File: src/rtl/regfile_write_arbiter_if.sv
// regfile_write_arbiter_if: writeback request handshakes and the register-file write port
interface regfile_write_arbiter_if #(
   parameter int DATA_W = 32,
   parameter int ADDR_W = 6
);
   logic [2:0]          req_valid;
   logic [2:0]          req_ready;
   logic [3*ADDR_W-1:0] req_reg;
   logic [3*DATA_W-1:0] req_data;
   logic [2:0]          req_float;
   logic                regWrite;
   logic [ADDR_W-1:0]   writeReg;
   logic [DATA_W-1:0]   writeData;
   logic                float;
   logic [1:0]          grant_id;
   modport master (
      output req_valid, req_reg, req_data, req_float,
      input  req_ready, regWrite, writeReg, writeData, float, grant_id
   );
   modport slave (
      input  req_valid, req_reg, req_data, req_float,
      output req_ready, regWrite, writeReg, writeData, float, grant_id
   );
endinterface

File: src/rtl/regfile_write_arbiter.sv
// regfile_write_arbiter: shares the register-file write port among ALU, load and FPU writeback buffers.
// Define WB_RR_PRIORITY_EN for round-robin arbitration; otherwise fixed priority 0 > 1 > 2.
module regfile_write_arbiter #(
   parameter int DATA_W = 32,
   parameter int ADDR_W = 6,
   parameter int CNT_W  = 16
) (
   input  logic                  clk,
   input  logic                  reset,
   regfile_write_arbiter_if.slave bus,
   output logic [CNT_W-1:0]      contention_cnt
);
   logic [2:0]        full;
   logic [2:0]        grant;
   logic [2:0]        xfer;
   logic [1:0]        gid;
   logic              any;
   logic              busy;
   logic [ADDR_W-1:0] buf_reg  [3];
   logic [DATA_W-1:0] buf_data [3];
   logic [2:0]        buf_float;
`ifdef WB_RR_PRIORITY_EN
   logic [1:0] last;
   logic [1:0] first;
   logic [1:0] second;
   logic [1:0] third;
   always_comb begin
      first  = (last == 2'd2) ? 2'd0 : last + 2'd1;
      second = (first == 2'd2) ? 2'd0 : first + 2'd1;
      third  = last;
      gid    = full[first] ? first : full[second] ? second : third;
   end
   always_ff @(posedge clk) begin
      if (reset) last <= 2'd2;
      else if (any) last <= gid;
   end
`else
   always_comb gid = full[0] ? 2'd0 : full[1] ? 2'd1 : 2'd2;
`endif
   assign any           = |full;
   assign grant         = any ? (3'b001 << gid) : 3'b000;
   assign busy          = (full[0] & full[1]) | (full[0] & full[2]) | (full[1] & full[2]);
   assign bus.req_ready = ~full | grant;
   assign xfer          = bus.req_valid & bus.req_ready;
   always_ff @(posedge clk) begin
      for (int i = 0; i < 3; i++) begin
         if (xfer[i]) begin
            buf_reg[i]   <= bus.req_reg[i*ADDR_W +: ADDR_W];
            buf_data[i]  <= bus.req_data[i*DATA_W +: DATA_W];
            buf_float[i] <= bus.req_float[i];
         end
      end
   end
   // Integer writes to register 0 are retired without asserting regWrite.
   always_ff @(posedge clk) begin
      if (reset) begin
         full           <= 3'b000;
         bus.regWrite   <= 1'b0;
         bus.writeReg   <= '0;
         bus.writeData  <= '0;
         bus.float      <= 1'b0;
         bus.grant_id   <= 2'd0;
         contention_cnt <= '0;
      end else begin
         full         <= xfer | (full & ~grant);
         bus.regWrite <= any && (buf_float[gid] || buf_reg[gid] != '0);
         if (busy && !(&contention_cnt)) contention_cnt <= contention_cnt + CNT_W'(1);
         if (any) begin
            bus.writeReg  <= buf_reg[gid];
            bus.writeData <= buf_data[gid];
            bus.float     <= buf_float[gid];
            bus.grant_id  <= gid;
         end
      end
   end
endmodule
File: src/flat_wrapper.sv
// flat-port wrapper written by rule: the top's interface ports become plain ports
module regfile_write_arbiter_flat 
#(
   parameter int DATA_W = 32,
   parameter int ADDR_W = 6,
   parameter int CNT_W  = 16
)
  (clk, reset, contention_cnt, bus_req_valid, bus_req_reg, bus_req_data, bus_req_float, bus_req_ready, bus_regWrite, bus_writeReg, bus_writeData, bus_float, bus_grant_id);
  regfile_write_arbiter_if #(.DATA_W(DATA_W), .ADDR_W(ADDR_W)) bus_i ();
  input  logic clk;
  input  logic reset;
  output logic [CNT_W-1:0] contention_cnt;
  input wire logic [$bits(bus_i.req_valid)-1:0] bus_req_valid;
  input wire logic [$bits(bus_i.req_reg)-1:0] bus_req_reg;
  input wire logic [$bits(bus_i.req_data)-1:0] bus_req_data;
  input wire logic [$bits(bus_i.req_float)-1:0] bus_req_float;
  output wire logic [$bits(bus_i.req_ready)-1:0] bus_req_ready;
  output wire logic [$bits(bus_i.regWrite)-1:0] bus_regWrite;
  output wire logic [$bits(bus_i.writeReg)-1:0] bus_writeReg;
  output wire logic [$bits(bus_i.writeData)-1:0] bus_writeData;
  output wire logic [$bits(bus_i.float)-1:0] bus_float;
  output wire logic [$bits(bus_i.grant_id)-1:0] bus_grant_id;
  assign bus_i.req_valid = bus_req_valid;
  assign bus_i.req_reg = bus_req_reg;
  assign bus_i.req_data = bus_req_data;
  assign bus_i.req_float = bus_req_float;
  assign bus_req_ready = bus_i.req_ready;
  assign bus_regWrite = bus_i.regWrite;
  assign bus_writeReg = bus_i.writeReg;
  assign bus_writeData = bus_i.writeData;
  assign bus_float = bus_i.float;
  assign bus_grant_id = bus_i.grant_id;
  regfile_write_arbiter #(.DATA_W(DATA_W), .ADDR_W(ADDR_W), .CNT_W(CNT_W)) u_core (.clk(clk), .reset(reset), .bus(bus_i), .contention_cnt(contention_cnt));
endmodule
File: config.mk
export PLATFORM = sky130hd
export DESIGN_NAME = regfile_write_arbiter_flat
export DESIGN_NICKNAME = d
export VERILOG_FILES = /design/src/rtl/regfile_write_arbiter_if.sv /design/src/rtl/regfile_write_arbiter.sv /design/src/flat_wrapper.sv
export SDC_FILE = /design/constraint.sdc
export NUM_CORES = 1
export LEC_CHECK = 0
export CAP_MARGIN = 20
export CORE_UTILIZATION = 30
export DETAILED_ROUTE_END_ITERATION = 7
export PLACE_DENSITY = 0.57
export SETUP_SLACK_MARGIN = 0.2
export SLEW_MARGIN = 10
export SYNTH_ARGS = -nofsm -noshare
export SYNTH_HDL_FRONTEND = slang
export SYNTH_SLANG_ARGS = --single-unit
File: constraint.sdc
create_clock -name clk -period 2.85 [get_ports clk]
set_input_delay 0.7125 -clock clk [delete_from_list [all_inputs] [get_ports clk]]
set_output_delay 0.7125 -clock clk [all_outputs]
set_load 0.03 [all_outputs]
==> results.rst <==
.. list-table::
   :header-rows: 1

   * - Metric
     - Value
   * - Number of flops mapped to enable cells by yosys
     - 117
   * - Share of total power in the clock network
     - 38.2%
   * - Reg-to-reg slack, setup
     - 0.66 ns
   * - Data required time of the worst path
     - 2.14 ns
   * - FF-to-FF path depth
     - 4
   * - Cell internal pwr
     - about 4600 uW
   * - Count of buffers added by post-CTS timing repair for setup
     - 0
   * - Routed WL per cell
     - 16.8 um
   * - Total of hold buffers inserted after clock tree synthesis
     - 0
   * - Die footprint
     - roughly 0.022 mm2
   * - Total negative slack for setup checks
     - 0 ns
   * - Number of buffers created by CTS
     - 17
   * - CTS root buf
     - clkbuf_16
   * - Crit path max-delay cell type
     - clkdlybuf4s50_1
   * - Number of design-rule violations left by the first detailed-router iteration
     - 247
   * - Minimum period implied by the final worst setup slack
     - 2.55 ns
   * - Pleak
     - 0.00323 uW
   * - Origin of the critical flop-to-flop path
     - u_core.full[0]
   * - Worst slew margin
     - 43.2%
   * - IR Drop Worst-Case VDD
     - 0.431 mV
   * - Gp weighted congestion
     - approximately 0.80
   * - Total track usage
     - 15.2%
   * - CP bufs+invs
     - 1
   * - Layout cells sized above 1
     - between 8 and 9%
   * - Area Growth Syn to Fin
     - 41.7%
   * - Clock tree from TritonCTS
     - done
   * - Startpoint Class
     - flop
   * - Pin count of the biggest net entering global routing
     - 86
   * - Max FFs per register
     - 96
   * - Via count of the first global-routing pass
     - 4690
   * - Switch share
     - about a quarter
   * - Final Slew Violations
     - 0
   * - Yosys warns
     - 0
   * - Flop pwr share
     - 49.9%
   * - Depth of the CTS H-tree
     - 4
   * - Sequential-to-total area share from yosys stat
     - 73.2%
   * - Chip height
     - roughly 150 um
   * - Die outline width
     - 149 um
   * - Critical R2R Capture
     - u_core.bus.writeData[1]
   * - FP Rows
     - 53
   * - Final-report setup violation count
     - 0
   * - Kind of end point of the critical path
     - output pin
   * - Hold EP
     - u_core.bus.writeReg[2]
   * - Remaining routing DRC violations
     - 0
   * - Global-route wire length before repair
     - ~25 mm
   * - Final setup margin
     - 0.299 ns
   * - Fmax
     - 392 MHz
   * - Area of the core
     - 0.0211 mm2
   * - Number of maximum-capacitance violations
     - 0
   * - Maximum clock insertion buffer count
     - 2
   * - Final period util
     - between 80% and 90%
   * - Routed via count divided by cell count
     - roughly 4.7
   * - Slowest Stage Delay on Critical Path
     - roughly 0.75 ns
   * - Unique cell type count in the Yosys netlist
     - 42
   * - Total net switching power
     - 1460 uW
   * - Worst slack after detailed placement
     - 0.653 ns
   * - Path type of the worst setup path
     - flop to output pin
   * - WP data arrival
     - around 1.8 ns
   * - Via count of the routed design
     - 4574
   * - IO Count
     - 183
   * - Starting density of the core
     - 30.7%
   * - Layout Skew
     - 0.00958 ns
   * - Post-detailed-placement half-perimeter wirelength
     - 11.3 mm
   * - Total wire length
     - 16.3 mm
   * - Number of antenna repair diodes
     - 0
   * - Total iterations of the first detailed-routing run
     - 6
   * - Number of clock sinks
     - 178
   * - Outcome
     - finished clean
   * - Combined area of all synthesized cells
     - 0.00646 mm2
   * - Largest driver fanout on the critical path
     - 3
   * - Final-stage net count
     - 809
   * - Synthesized area per cell
     - 12.7 um2
   * - Count of endpoints failing hold in the final timing report
     - 0
   * - Port buffer count
     - approximately 180
   * - Antenna violations before repair
     - 0
   * - Remaining global-route overflow
     - 0
   * - Worst hold-check path type
     - flop to flop
   * - Predominant post-synthesis flop cell
     - edfxtp_1
   * - Logic pwr share
     - 11.9%
   * - Post-synth ARST share
     - 0%
   * - Reg clk slew, reported paths
     - 0.07 ns
   * - Post-synthesis cell count
     - 508
   * - Worst Hold Path Cells
     - 2
   * - Synth Net Count
     - ~630
   * - Worst Hold Launch
     - u_core.bus.writeReg[2]
   * - Number of antenna-violating nets in the routed design
     - 0
   * - Unrepaired setup endpoints after global routing
     - no
   * - Least-Margin Pin Slew
     - 0.853 ns
   * - CP Cell Sequence
     - o21ai_0, clkdlybuf4s50_1
   * - Post-synthesis sequential element count
     - 178
   * - Power density cells
     - roughly 660 mW/mm2
   * - Family with the most delay on the worst path
     - buffers and inverters
   * - Latest clock arrival within the worst-skew pair
     - ~0.42 ns
-- worst min-delay path: stages, from the launching register on --
cell,delay [ns]
dfxtp_1,0.31
nand2_1,0.05
a21oi_1,0.05
-- Yosys cell counts, types with 3 or more instances --
| cell type | n | area (um2) |
|---|---|---|
| edfxtp_1 | 117 | 3510 |
| nor2_1 | 80 | 300 |
| dfxtp_1 | 61 | 1220 |
| a21oi_1 | 45 | 225 |
| nor3_1 | 39 | 195 |
| o22ai_1 | 32 | 200 |
| nand2_1 | 28 | 105 |
| clkbuf_1 | 24 | 90.1 |
| o21ai_0 | 11 | 55.1 |
| xnor2_1 | 8 | 70.1 |
| mux2i_1 | 7 | 70.1 |
| nand3_1 | 5 | 25.0 |
| nand4_1 | 5 | 31.3 |
| xor2_1 | 5 | 43.8 |
| and3_1 | 4 | 25.0 |
| inv_1 | 3 | 11.3 |
| or3_1 | 3 | 18.8 |
-- power groups by stage --
stage / registers (uW) / clock network (uW) / logic [uW]
finish: 3010 / 2300 / 715
global route: 3030 / 2460 / 772
CTS: 3010 / 2360 / 722
detailed placement: 3070 / 0 / 719
global placement: 3060 / 0 / 712
floorplan: 3160 / 0 / 241
-- metrics by stage --
stage | instances | power, uW | utilization, % | instance area (um2) | hold WS, ns
final | 974 | 6030 | 43.4 | 9160 | 0.458
after global routing | 974 | 6260 | 43.4 | 9160 | 0.487
after global placement | 941 | 3770 | 40.6 | 8560 | 0.442
after CTS | 973 | 6090 | 43.4 | 9150 | 0.461
after floorplan | 508 | 3400 | - | 6470 | 0.535
after detailed placement | 941 | 3790 | 40.6 | 8560 | 0.456
-- placed cells by master, fill, tap and decap left out, types with 2 or more instances in the layout --
master	instances
clkdlybuf4s50_1	179
edfxtp_1	117
nor2_1	80
dfxtp_1	59
a21oi_1	45
nor3_1	39
o22ai_1	32
nand2_1	28
clkbuf_16	18
o21ai_0	11
xnor2_1	8
mux2i_1	7
buf_4	7
nand3_1	5
nand4_1	5
xor2_1	5
inv_6	5
and3_1	4
and2_2	3
inv_1	3
clkinv_4	3
nand4_2	2
and4_1	2
or3_1	2
nor4_1	2
clkinv_2	2
buf_2	2
buf_12	2
-- cell families (layout without fill, tap and decap cells) --
kind of cell	count (synthesis)	in the layout	share of synthesized area, %
buffers and inverters	35	226	2.52
other	1	1	0.0580
AO/OA/AOI/OAI	91	91	7.74
adder cells (fa/ha/maj)	2	2	0.348
AND/OR/NAND/NOR	181	181	13.3
XOR/XNOR	13	13	1.76
multiplexers	7	7	1.08
flip-flops	178	178	73.2
-- final cells by class --
class,instances,area (um2)
Fill cell,1952,11900
Sequential cell,178,4740
Timing Repair Buffer,191,1910
Multi-Input combinational cell,295,1570
Clock buffer,20,468
Tap cell,275,344
Clock inverter,12,118
Inverter,3,11.3
-- what timing repair did --
action,4_1_cts,5_1_grt
setup endpoints to repair,1,0
gates resized for setup,1,0
hold endpoints to repair,0,0
-- per-layer routing --
layer	GRT usage [%]	wire length [um]
met1	18.5	7010
met2	25.0	7830
met3	5.17	1230
met4	5.36	269
met5	0	0
-- worst max path at each step --
| stage | from | end | slack, ns | cells past startpoint |
|---|---|---|---|---|
| 2_1_floorplan | u_core.full[0] | u_core.buf_data[2][0] | 0.26 | 4 |
| 3_3_place_gp | u_core.full[2] | bus_req_ready[2] | 0.67 | 2 |
| 3_5_place_dp | u_core.full[0] | u_core.bus.writeData[1] | 0.65 | 4 |
| 4_1_cts | u_core.full[0] | bus_req_ready[2] | 0.27 | 2 |
| 5_1_grt | u_core.full[0] | bus_req_ready[2] | 0.26 | 2 |
| 6_report | u_core.full[0] | bus_req_ready[2] | 0.30 | 2 |
Note: power is estimated with default switching activity, not from simulation.
